### src/rtl/sram_stream_writer.sv
// Byte-stream loader for the 32x256 1RW1R SRAM: packs bytes little-endian into words
// and issues byte-masked writes on port 0. Optional SRAM_WRITER_WRAP_EN wraps the address.
module sram_stream_writer #(
  parameter int unsigned DATA_WIDTH = 32,
  parameter int unsigned ADDR_WIDTH = 8,
  parameter int unsigned NUM_WMASKS = 4
) (
  input  logic                  clk,
  input  logic                  rst_n,
  input  logic                  start,
  input  logic                  in_valid,
  input  logic [7:0]            in_data,
  input  logic                  in_last,
  output logic                  in_ready,
  output logic                  csb0,
  output logic                  web0,
  output logic [NUM_WMASKS-1:0] wmask0,
  output logic [ADDR_WIDTH-1:0] addr0,
  output logic [DATA_WIDTH-1:0] din0,
  output logic [ADDR_WIDTH:0]   words_written,
  output logic                  done,
  output logic                  full
);

  localparam int unsigned LANE_W = (NUM_WMASKS > 1) ? $clog2(NUM_WMASKS) : 1;
  localparam int unsigned CNT_W  = ADDR_WIDTH + 1;
  localparam logic [ADDR_WIDTH-1:0] ADDR_MAX  = '1;
  localparam logic [CNT_W-1:0]      WORDS_MAX = CNT_W'(1) << ADDR_WIDTH;
  localparam logic [LANE_W-1:0]     LANE_MAX  = LANE_W'(NUM_WMASKS - 1);

  typedef enum logic [1:0] {S_IDLE, S_FILL, S_WRITE, S_DONE} state_e;

  state_e                  state_q, state_d;
  logic [LANE_W-1:0]       lane_q, lane_d;
  logic [NUM_WMASKS-1:0]   mask_q, mask_d;
  logic [DATA_WIDTH-1:0]   buf_q, buf_d;
  logic                    last_q, last_d;
  logic [ADDR_WIDTH-1:0]   wr_addr_q, wr_addr_d;
  logic [CNT_W-1:0]        words_q, words_d;
  logic                    done_q, done_d;
  logic                    full_q, full_d;
  logic                    in_ready_q, in_ready_d;
  logic                    csb0_q, csb0_d;
  logic                    web0_q, web0_d;
  logic [NUM_WMASKS-1:0]   wmask0_q, wmask0_d;
  logic [ADDR_WIDTH-1:0]   addr0_q, addr0_d;
  logic [DATA_WIDTH-1:0]   din0_q, din0_d;
  logic                    accept;

  assign accept = in_valid & in_ready_q;

  // State register
  always_ff @(posedge clk) begin
    if (!rst_n) state_q <= S_IDLE;
    else        state_q <= state_d;
  end

  // Next-state, datapath and SRAM strobe decode
  always_comb begin
    state_d   = state_q;
    lane_d    = lane_q;
    mask_d    = mask_q;
    buf_d     = buf_q;
    last_d    = last_q;
    wr_addr_d = wr_addr_q;
    words_d   = words_q;
    done_d    = done_q;
    full_d    = full_q;
    csb0_d    = 1'b1;
    web0_d    = 1'b1;
    wmask0_d  = '0;
    addr0_d   = addr0_q;
    din0_d    = din0_q;

    case (state_q)
      S_IDLE, S_DONE: begin
        if (start) begin
          state_d   = S_FILL;
          lane_d    = '0;
          mask_d    = '0;
          buf_d     = '0;
          last_d    = 1'b0;
          wr_addr_d = '0;
          words_d   = '0;
          done_d    = 1'b0;
          full_d    = 1'b0;
        end
      end
      S_FILL: begin
        if (accept) begin
          buf_d[8*int'(lane_q) +: 8] = in_data;
          mask_d[lane_q]             = 1'b1;
          if (lane_q == LANE_MAX || in_last) begin
            // Strobe registered on the handshake edge so it is live during WRITE
            state_d  = S_WRITE;
            last_d   = in_last;
            csb0_d   = 1'b0;
            web0_d   = 1'b0;
            addr0_d  = wr_addr_q;
            din0_d   = buf_d;
            wmask0_d = mask_d;
          end else begin
            lane_d = LANE_W'(lane_q + 1'b1);
          end
        end
      end
      S_WRITE: begin
        lane_d    = '0;
        mask_d    = '0;
        buf_d     = '0;
        wr_addr_d = ADDR_WIDTH'(wr_addr_q + 1'b1);
        words_d   = (words_q == WORDS_MAX) ? words_q : CNT_W'(words_q + 1'b1);
        if (last_q) begin
          state_d = S_DONE;
          done_d  = 1'b1;
        end else if (wr_addr_q == ADDR_MAX) begin
`ifdef SRAM_WRITER_WRAP_EN
          state_d = S_FILL;
`else
          state_d = S_DONE;
          done_d  = 1'b1;
          full_d  = 1'b1;
`endif
        end else begin
          state_d = S_FILL;
        end
      end
      default: state_d = S_IDLE;
    endcase

    in_ready_d = (state_d == S_FILL);
  end

  // Datapath and output registers
  always_ff @(posedge clk) begin
    if (!rst_n) begin
      lane_q     <= '0;
      mask_q     <= '0;
      buf_q      <= '0;
      last_q     <= 1'b0;
      wr_addr_q  <= '0;
      words_q    <= '0;
      done_q     <= 1'b0;
      full_q     <= 1'b0;
      in_ready_q <= 1'b0;
      csb0_q     <= 1'b1;
      web0_q     <= 1'b1;
      wmask0_q   <= '0;
      addr0_q    <= '0;
      din0_q     <= '0;
    end else begin
      lane_q     <= lane_d;
      mask_q     <= mask_d;
      buf_q      <= buf_d;
      last_q     <= last_d;
      wr_addr_q  <= wr_addr_d;
      words_q    <= words_d;
      done_q     <= done_d;
      full_q     <= full_d;
      in_ready_q <= in_ready_d;
      csb0_q     <= csb0_d;
      web0_q     <= web0_d;
      wmask0_q   <= wmask0_d;
      addr0_q    <= addr0_d;
      din0_q     <= din0_d;
    end
  end

  assign in_ready      = in_ready_q;
  assign csb0          = csb0_q;
  assign web0          = web0_q;
  assign wmask0        = wmask0_q;
  assign addr0         = addr0_q;
  assign din0          = din0_q;
  assign words_written = words_q;
  assign done          = done_q;
  assign full          = full_q;

endmodule

### config.mk
export PLATFORM = sky130hd
export DESIGN_NAME = sram_stream_writer
export DESIGN_NICKNAME = d
export VERILOG_FILES = /design/src/rtl/sram_stream_writer.sv
export SDC_FILE = /design/constraint.sdc
export NUM_CORES = 1
export LEC_CHECK = 0
export BUFFER_PORTS_ARGS = -buffer_cell sky130_fd_sc_hd__buf_4
export CORE_MARGIN = 2
export CORE_UTILIZATION = 40
export DETAILED_ROUTE_END_ITERATION = 10
export PLACE_DENSITY = 0.61
export SETUP_SLACK_MARGIN = 0.02
export SLEW_MARGIN = 20
export SYNTH_ARGS = -nofsm -noshare
export SYNTH_HDL_FRONTEND = slang
export SYNTH_SLANG_ARGS = --single-unit
export TNS_END_PERCENT = 1
### constraint.sdc
create_clock -name clk -period 2 [get_ports clk]
set_input_delay 0.4 -clock clk [delete_from_list [all_inputs] [get_ports clk]]
set_output_delay 0.4 -clock clk [all_outputs]
set_load 0.005 [all_outputs]
# After elaboration in Yosys (flattened, before gate mapping)
# Cells that the tools add are included.
# word_totals
ff_bits	106
inputBits	13
word_cells	89
# classes
add_sub_neg	4
n_lt_le_gt_ge	2
n_eq_ne	15
n_shift	2
n_mux	34
bitwise	2
n_reduce_logical	16
# op_table
operator	n
$pmux W32 S3	1
$mux W32	2
$neg A5 Y33	1
$shift A8 B33 Y32 const A	1
$shiftx A8 B33 Y32	1
$bwmux W32	1
$mux W9	2
$pmux W9 S2	1
$mux W2	8
$pmux W8 S2	1
$reduce_and A3 Y1	5
$ne A2 B2 Y1 const B	7
$pmux W2 S3	2
$pmux W4 S3	1
$reduce_and A4 Y1	3
$add A9 B1 Y9 const B	1
$eq A9 B9 Y1 const B	1
$add A8 B1 Y8 const B	1
$eq A8 B8 Y1 const B	1
$mux W1	8
$mux W4	2
$mux W8	1
$eq A2 B2 Y1 const B	3
$pmux W1 S2	3
other kinds (14)	17

# Logic depth before layout (Yosys ltp)
# Gate-level depths: netlist (run 1).
# depth
depth_word	7
ltp_mapped	8
mapped_depth_nobuf	6

# Worst setup path before layout (run 1)
# Ideal clock, no wire load.
# synth_path
kind	register -> register
startpoint	reg lane_q[0]
endpoint	reg din0_q[26], in the netlist din0[26]
setup_time_ps	123
arrival_ps	1759
setup_slack_ps	118
path_stages_with_launch	7
n_path_buf	0
cell_sequence	dfxtp_1 inv_2 ha_1 and4bb_4 nor2b_4 a221oi_1 nor2_1
# synth_between
elab_chain_cells	3
# synth_rtl
item	line_no	source
from (decl)	34	logic [LANE_W-1:0] lane_q, lane_d;
from (signal assigned)	152	lane_q <= lane_d;
$neg A5 Y33 / $eq A2 B2 Y1 (equally long branches)	91, 93	
$shiftx A8 B33 Y32, or another cell as far along	91	buf_d[8*int'(lane_q) +: 8] = in_data;
$bwmux W32 / $reduce_and A3 Y1 (equally long branches)	n/a	
to (signal assigned)	165	din0_q <= din0_d;
to (decl)	47	logic [DATA_WIDTH-1:0] din0_q, din0_d;
# Several ways; a longest one is shown, not always the timed one.
# A chain may end at the register's enable or synchronous reset.

# Worst setup path after layout (run 1)
# layout_path
startpoint	reg state_q[0]
endpoint	reg words_q[6], in the netlist words_written[6]
# layout_between
elab_chain_cells	4
# layout_rtl
item	line_no	source
from (decl)	33	state_e state_q, state_d;
from (signal assigned)	55	else state_q <= state_d;
$eq A2 B2 Y1 / $logic_not A2 Y1 (equally long branches)	75	case (state_q)
$reduce_or A2 Y1	75	
$ne A2 B2 Y1 (no source line) / $reduce_bool A2 Y1 (equally long branches)	n/a	
$reduce_and A3 Y1 (no source line)	n/a	
to (signal assigned)	157	words_q <= words_d;
to (decl)	39	logic [CNT_W-1:0] words_q, words_d;
# Several ways; a longest one is shown, not always the timed one.

==> out/results.ini, run 1 <==
[synth]
synth-seq-cells = 106
synth_area_um2 = 4590
ys_seq_area_share_pct = 46.2
synth_nets = 516
synth_edf_count = 0
avgSynthCellArea_um2 = 9.37
yosysTopAreaCell = dfxtp_1
synth.top_cell.area_share_pct = 46.2
synth.area.top_cells = dfxtp_1, a21oi_1, nor2_1, ha_1, nand2_1
yosysUniqueCellTypes = 64
yosys-top-cells-count = dfxtp_1, nor2_1, a21oi_1
synthArstFlopShare_pct = 0
synthFlopType = dfxtp_1
ys_warn_count = 0
synth_cells = 490
yosysMostFrequentCell = dfxtp_1

[finish]
layout.nets = 589
stdcell_count = 711
final_area_um2 = 5630
drive_gt1_share_pct = 23.1
postLayoutCoreUtil_pct = 49.8
fillers = 1095
antenna_cells = 0
synthToLayoutAreaGrowth_pct = 22.7

[timing]
rsz0062_at_grt = no
setup_violations = 0
tightest_slew_ps = 455
worst_slack_ps = 137
maxSlewViolCount = 0
fin_worst_skew_ps = 9.22
fin_tns_setup_ps = 0
slew-limit-headroom_pct = 69.7
finalHoldViolCount = 0
post-route-min-period_ps = 1860
whs_ps = 360
period_share_pct = 93.1
fmax_ghz = 0.537

[die]
core_um2 = 11300
core.rowCount = 39
die_y_um = 111
die_w_um = 111
start_util_pct = 40.6
io_pins = 71
die_area_um2 = 12400

[placed_design]
gp_congestion = 0.816
post-place-ws_ps = 38.8
dp_cells = 695
numPortBuffers = 70
dpl_cell_area_um2 = 5310
dpl.hpwl_um = 8030

[power_and_ir_drop]
total_power_mw = 4.36
peakVddDrop_mv = 0.604
leakagePower_nw = 2.20
p_per_area_nw_per_um2 = 774

[clock_network]
cts_root_buf = clkbuf_16
clk_latency_ps = 350
cts_num_sinks = 106
cts_tree = built
clockBufferDepth = 2
clkTransAtPathRegs_ps = 70
numCtsBuffers = 9
h-tree-depth = 3

[setup_path]
endpoint_kind = flop
start_kind = flop
path_max_fanout = 11
cp_data_arrival_time_ps = 2100
cp.required_ps = 2230
critPathKind = reg2reg

[global_route]
track_usage_pct = 18.8
antenna_found_initial = 0
gr-total-overflow = 0
grt_max_degree = 46
grt_pass1_vias = 3784
grt_pass1_wl_um = 18900

[worst_hold_path]
hp-class = in2reg

[route]
drt_pre_antenna_iters = 4
drtIter0Drc = 199
routed_wl_um = 11300
wl_per_cell_um = 15.9
viasPerCell = 5.41
drc = 0
ant_nets = 0
vias = 3845

[outcome]
status = complete, no violations

[run]
maxCapViolCount = 0

## worst max-delay path, stage by stage (launching register included)
cell and delay, ps:
dfxtp_1 330, inv_1 60, ha_2 400, mux2i_4 450, buf_4 240, nor2_1 50, mux2i_1 130, o32ai_1 100
## power breakdown
part	total, mW	switching (mW)	internal (mW)	leakage, nW
logic	0.393	0.238	0.155	1.19
registers	2.15	0.0165	2.13	0.855
clock network	1.82	0.804	1.02	0.150
total	4.36	1.06	3.30	2.20
## path summary, 6_finish.rpt
| kind | slack, ps | depth (start not counted) | endpoint | from |
|---|---|---|---|---|
| max | 140 | 7 | words_written[6] | state_q[0] |
| min | 360 | 2 | buf_q[10] | in_data[2] |
| max reg2reg | 140 | 7 | words_written[6] | state_q[0] |
| min reg2reg | 460 | 1 | buf_q[21] | buf_q[21] |
## layer usage
layer / global-route usage [%] / vias up / routed length [um]
met1: 23.6 / 1857 / 5190
met2: 32.4 / 66 / 5620
li1: - / 1914 / -
met3: 4.98 / 8 / 408
met4: 4.44 / 0 / 72
met5: 0 / - / 0
## cells in the final DEF, fill, tap and decap left out, types with 3 or more instances in the layout
cell,Yosys,routed
a211oi_1,8,8
a21boi_0,9,9
a21oi_1,43,43
a221oi_1,7,7
a22oi_1,10,10
a2bb2oi_1,11,11
a32o_1,6,6
and2_1,3,3
buf_4,5,91
clkbuf_16,0,9
dfxtp_1,106,105
ha_1,13,11
inv_1,8,8
inv_6,0,3
nand2_1,37,37
nand2b_1,4,4
nand3_1,8,8
nand4_1,8,8
nor2_1,53,53
nor2b_1,18,18
nor3_1,8,7
o211a_1,5,5
o21a_1,3,3
o21ai_0,27,27
o2bb2ai_1,14,14
xor2_1,3,3
## kinds of logic (layout without fill, tap and decap cells)
kind of cell    count (synthesis)  in the layout  synth area share (%)
simple gates                  161            161                  19.0
buf+inv                        41            119                  4.69
mux                             3              3                 0.954
xor+xnor                        5              5                 0.954
compound gates                161            161                  24.6
flops                         106            106                  46.2
fa+ha+maj                      13             13                  3.54
## registers in the layout (all words and copies together), names as in the netlist, 2 cells and up
name	count
addr0	8
words_written	9
wmask0	4
lane_q	2
buf_q	32
wr_addr_q	8
din0	32
state_q	2
mask_q	4
## cell type report
| type | count | area (um2) | area share [%] |
|---|---|---|---|
| timing repair buffer | 92 | 703 | 12.5 |
| inverter | 11 | 41.3 | 0.733 |
| tap | 143 | 179 | 3.18 |
| multi-input combinational | 343 | 2280 | 40.5 |
| clock inverter | 6 | 68.8 | 1.22 |
| sequential | 106 | 2120 | 37.7 |
| clock buffer | 10 | 239 | 4.24 |
## timing repair
item	CTS	global route
pin swaps	0	0
hold endpoints to repair	0	0
setup endpoints to repair	1	27
buffers inserted	0	0
hold buffers	0	0
gates resized for setup	1	4
(Power assumes the default switching activity.)
==> inputs of run 2 (changes only) <==
--- a/config.mk
+++ b/config.mk
@@ -9,7 +9,7 @@
 export CORE_MARGIN = 2
 export CORE_UTILIZATION = 40
 export DETAILED_ROUTE_END_ITERATION = 10
-export PLACE_DENSITY = 0.61
+export PLACE_DENSITY = 0.67
 export SETUP_SLACK_MARGIN = 0.02
 export SLEW_MARGIN = 20
 export SYNTH_ARGS = -nofsm -noshare
==> run 2 against run 1 <==
- non-clock buffer count down 2
- via count is 1.5% higher
- combinational power shrank 2%
- clock skew rose by 0.98 ps
- largest cell class unchanged
==> out/results.ini, run 2 (synthesized netlist as in run 1, its figures left out) <==
[timing]
slew-limit-headroom_pct = 65.4
fin_worst_skew_ps = 10.2
worst_slack_ps = 95.5
rsz0062_at_grt = yes
period_share_pct = 95.2
setup_violations = 0
post-route-min-period_ps = 1900
fmax_ghz = 0.525
maxSlewViolCount = 0
tightest_slew_ps = 519
finalHoldViolCount = 0

[route]
wl_per_cell_um = 15.9
drc = 0
ant_nets = 0
routed_wl_um = 11300
vias = 3901
viasPerCell = 5.51
drt_pre_antenna_iters = 5
drtIter0Drc = 142

[finish]
final_area_um2 = 5620
final_common_cell = dfxtp_1
antenna_cells = 0
drive_gt1_share_pct = 22.8
synthToLayoutAreaGrowth_pct = 22.4
layout.nets = 587
postLayoutCoreUtil_pct = 49.6
layout_common_cells = dfxtp_1, buf_4, nor2_1

[setup_path]
critPathKind = reg2reg
path_max_fanout = 11
rrSetupSlack_ps = 100
slowest_stage = mux2i_4
r2r_end = wr_addr_q[7]
cp_slowest_stage_delay_ps = 480
cp_cell_sequence = inv_1 -> ha_1 -> mux2i_4 -> buf_4 -> nor3_1 -> xnor2_1 -> nor2_1
endpoint_kind = flop
start_kind = flop
r2r-start = state_q[0]
cp.required_ps = 2240
cp_data_arrival_time_ps = 2140
ff2ff_path_depth = 7

[worst_hold_path]
holdPathEnd = buf_q[11]
whs_path_depth = 2
hp-class = in2reg
min-delay-start = in_data[3]

[die]
core_um2 = 11300
io_pins = 71
core.rowCount = 39
die_area_um2 = 12400
die_y_um = 111
start_util_pct = 40.6
die_w_um = 111

[clock_network]
clk_latency_ps = 350
numCtsBuffers = 9
cts_tree = built
h-tree-depth = 3
ctsHoldBuffers = 0
cts_root_buf = clkbuf_16
cts_num_sinks = 106
clkTransAtPathRegs_ps = 80
clockBufferDepth = 2

[global_route]
grt_pass1_vias = 3809
antenna_found_initial = 0
track_usage_pct = 18.8
gr-total-overflow = 0
grt_max_degree = 41
grt_pass1_wl_um = 18900

[power_and_ir_drop]
p_per_area_nw_per_um2 = 773
leakagePower_nw = 2.19
peakVddDrop_mv = 0.717
total_power_mw = 4.34

[placed_design]
numPortBuffers = 70
post-place-ws_ps = -5.68
gp_congestion = 0.832
dpl_cell_area_um2 = 5300
dpl.hpwl_um = 7810

[outcome]
status = complete, no violations

[run]
maxCapViolCount = 0

==> run 2: cell types whose count changed in the layout (fill, tap and decap cells not counted), sizes merged <==
| cell | previous run | this run |
|---|---|---|
| clkbuf | 10 | 9 |
| inv | 12 | 11 |
| clkinv | 3 | 4 |
| buf | 92 | 90 |
==> run 2: per-stage QoR <==
step / hold WS, ps / TNS, ps / cells
after floorplan: 425 / 0 / 490
after global placement: 436 / 0 / 692
after detailed placement: 444 / -5.68 / 692
after CTS: 350 / 0 / 708
after global routing: 362 / -179 / 708
final: 365 / 0 / 708
==> run 2: repair_timing <==
| action | in CTS | in global routing |
|---|---|---|
| setup buffers | 1 | 0 |
| pin swaps | 1 | 0 |
| gates resized for setup | 0 | 5 |
| endpoints found under the setup margin | 16 | 58 |
==> run 2: cell type report <==
cell class	count	area [um2]
inverter	11	41.3
sequential	106	2120
fill	1086	5700
clock buffer	9	225
multi-input combinational	343	2270
clock inverter	6	75.1
timing repair buffer	90	701
tap	143	179
==> run 2: report_power, final <==
part / internal, mW / switching [mW] / total, mW
clock: 0.982 / 0.827 / 1.81
combinational: 0.151 / 0.235 / 0.386
sequential: 2.13 / 0.0163 / 2.15
==> run 2: how the worst max path moves through the flow <==
stage,from,endpoint,slack (ps),cells after the start
after detailed placement,lane_q[0],din0[19],-6,6
after CTS,lane_q[0],din0[27],60,6
after floorplan,lane_q[0],din0[26],120,6
final,state_q[0],wr_addr_q[7],100,7
after global placement,lane_q[0],din0[20],80,6
after global routing,state_q[1],din0[10],-40,5
==> run 2: worst max-delay path: cells and delay by family, from the launching register on <==
kind / cells / cell delay (ps)
DFF: 1 / 330
buffers and inverters: 2 / 300
xor gates and xnor gates: 1 / 130
adders and majority gates: 1 / 420
muxes: 1 / 480
and+or+nand+nor: 2 / 130
==> run 2: metal layers <==
metal	wire (um)	GRT usage [%]	part of all wire, %	vias up
li1	-	-	-	1913
met1	4980	23.2	44	1883
met2	5540	32.2	49	95
met3	585	4.98	5.2	10
met4	152	5.68	1.3	0
met5	0	0	0	-
==> inputs of run 3 (changes only) <==
--- a/config.mk
+++ b/config.mk
@@ -9,7 +9,6 @@
 export CORE_MARGIN = 2
 export CORE_UTILIZATION = 40
 export DETAILED_ROUTE_END_ITERATION = 10
-export PLACE_DENSITY = 0.67
 export SETUP_SLACK_MARGIN = 0.02
 export SLEW_MARGIN = 20
 export SYNTH_ARGS = -nofsm -noshare
==> run 3 against run 2 <==
- highest routed layer unchanged
- flip-flop and latch count unchanged
- combinational power up 2%
- via count down 1.1%
- routed wire length shrank 1.3%
==> out/results.ini, run 3 (synthesized netlist as in run 1, its figures left out) <==
[route]
ant_nets = 0
routed_wl_um = 11100
viasPerCell = 5.41
vias = 3858
drc = 0
wl_per_cell_um = 15.6
drtIter0Drc = 205
drt_pre_antenna_iters = 6

[clock_network]
clk_latency_ps = 340
postCtsSetupBuffers = 0
ctsHoldBuffers = 0
cts_tree = built
clockBufferDepth = 2
cts_root_buf = clkbuf_16
numCtsBuffers = 9
h-tree-depth = 3
cts_num_sinks = 106
clkTransAtPathRegs_ps = 70

[finish]
synthToLayoutAreaGrowth_pct = 23.8
final_common_cell = dfxtp_1
fillers = 1072
layout_common_cells = dfxtp_1, buf_4, nor2_1
layout.nets = 592
drive_gt1_share_pct = 23.2
antenna_cells = 0

[setup_path]
cp.required_ps = 2280
path_max_fanout = 8
endpoint_kind = flop
start_kind = flop
critPathKind = reg2reg
cp_data_arrival_time_ps = 2190

[timing]
setup_violations = 0
maxSlewViolCount = 0
fmax_ghz = 0.524
finalHoldViolCount = 0
fin_worst_skew_ps = 7.19
post-route-min-period_ps = 1910
period_share_pct = 95.4
slew-limit-headroom_pct = 59.2
worst_slack_ps = 91.8
rsz0062_at_grt = yes
whs_ps = 375
tightest_slew_ps = 612

[worst_hold_path]
hp-class = in2reg

[die]
die_area_um2 = 12400
die_y_um = 111
core.rowCount = 39
core_um2 = 11300
start_util_pct = 40.6
die_w_um = 111
io_pins = 71

[placed_design]
post-place-ws_ps = 67.3
dpl.hpwl_um = 7780
gp_congestion = 0.824
numPortBuffers = 70

[global_route]
grt_max_degree = 47
grt_pass1_vias = 3625
track_usage_pct = 18.0
antenna_found_initial = 0
gr-total-overflow = 0
grt_pass1_wl_um = 18300

[outcome]
status = complete, no violations

[power_and_ir_drop]
peakVddDrop_mv = 0.460
p_per_area_nw_per_um2 = 800
leakagePower_nw = 2.23

[run]
maxCapViolCount = 0

## run 3: cell types whose count changed in the layout (fill, tap and decap cells not counted), moves of 2 or more
cell | previous run | this run
bufinv_16 | 1 | 3
dfxtp_2 | 2 | 0
dfxtp_1 | 104 | 106
buf_4 | 88 | 93
## run 3: per-stage QoR
stage | setup TNS (ps) | util [%] | power [mW] | instance area, um2 | std cells
floorplan | 0 | - | 2.44 | 4590 | 490
global placement | 0 | 47.1 | 2.58 | 5330 | 698
detailed placement | 0 | 47.1 | 2.59 | 5330 | 698
CTS | 0 | 50.1 | 4.58 | 5670 | 713
global route | -8.49 | 50.2 | 4.72 | 5690 | 713
finish | 0 | 50.2 | 4.55 | 5690 | 713
## run 3: per-layer routing
metal | part of all wire, % | wire length [um] | GRT usage, %
met2 | 49 | 5420 | 30.3
met3 | 3.3 | 364 | 2.84
met1 | 47 | 5220 | 23.7
met4 | 1.0 | 111 | 6.01
met5 | 0 | 0 | 0
## run 3: where the power goes
part / switching [mW] / internal, mW / total [mW]
registers: 0.0161 / 2.13 / 2.15
clock network: 0.783 / 1.22 / 2.01
logic: 0.239 / 0.156 / 0.395
total: 1.04 / 3.51 / 4.55
## run 3: worst paths after layout
check                           startpoint  slack, ps  cells past startpoint   endpoint
worst max register to register   lane_q[0]         90                      6   in_ready
worst min-delay path            in_data[6]        370                      2  buf_q[30]
worst max-delay path             lane_q[0]         90                      6   in_ready
worst min register to register    addr0[6]        460                      2   addr0[6]
## run 3: cell type report
cell class                      count  area [um2]  area share (%)
Inverter                           11        41.3           0.726
Clock inverter                      6         116            2.05
Tap cell                          143         179            3.15
Multi-Input combinational cell    343        2270            40.0
Sequential cell                   106        2120            37.3
Clock buffer                        9         225            3.96
Timing Repair Buffer               95         729            12.8
## run 3: repair_timing
item                                    4_1_cts  5_1_grt
endpoints found under the setup margin        0       23
gates resized for setup                       0        6
endpoints found under the hold margin         0        0
## run 3: worst max-delay path, cell delays in order, from the launching register on
cell and delay (ps):
dfxtp_1 330, buf_4 170, ha_1 300, o2111ai_2 480, nor2_1 70, a311oi_1 300
and2_1 190
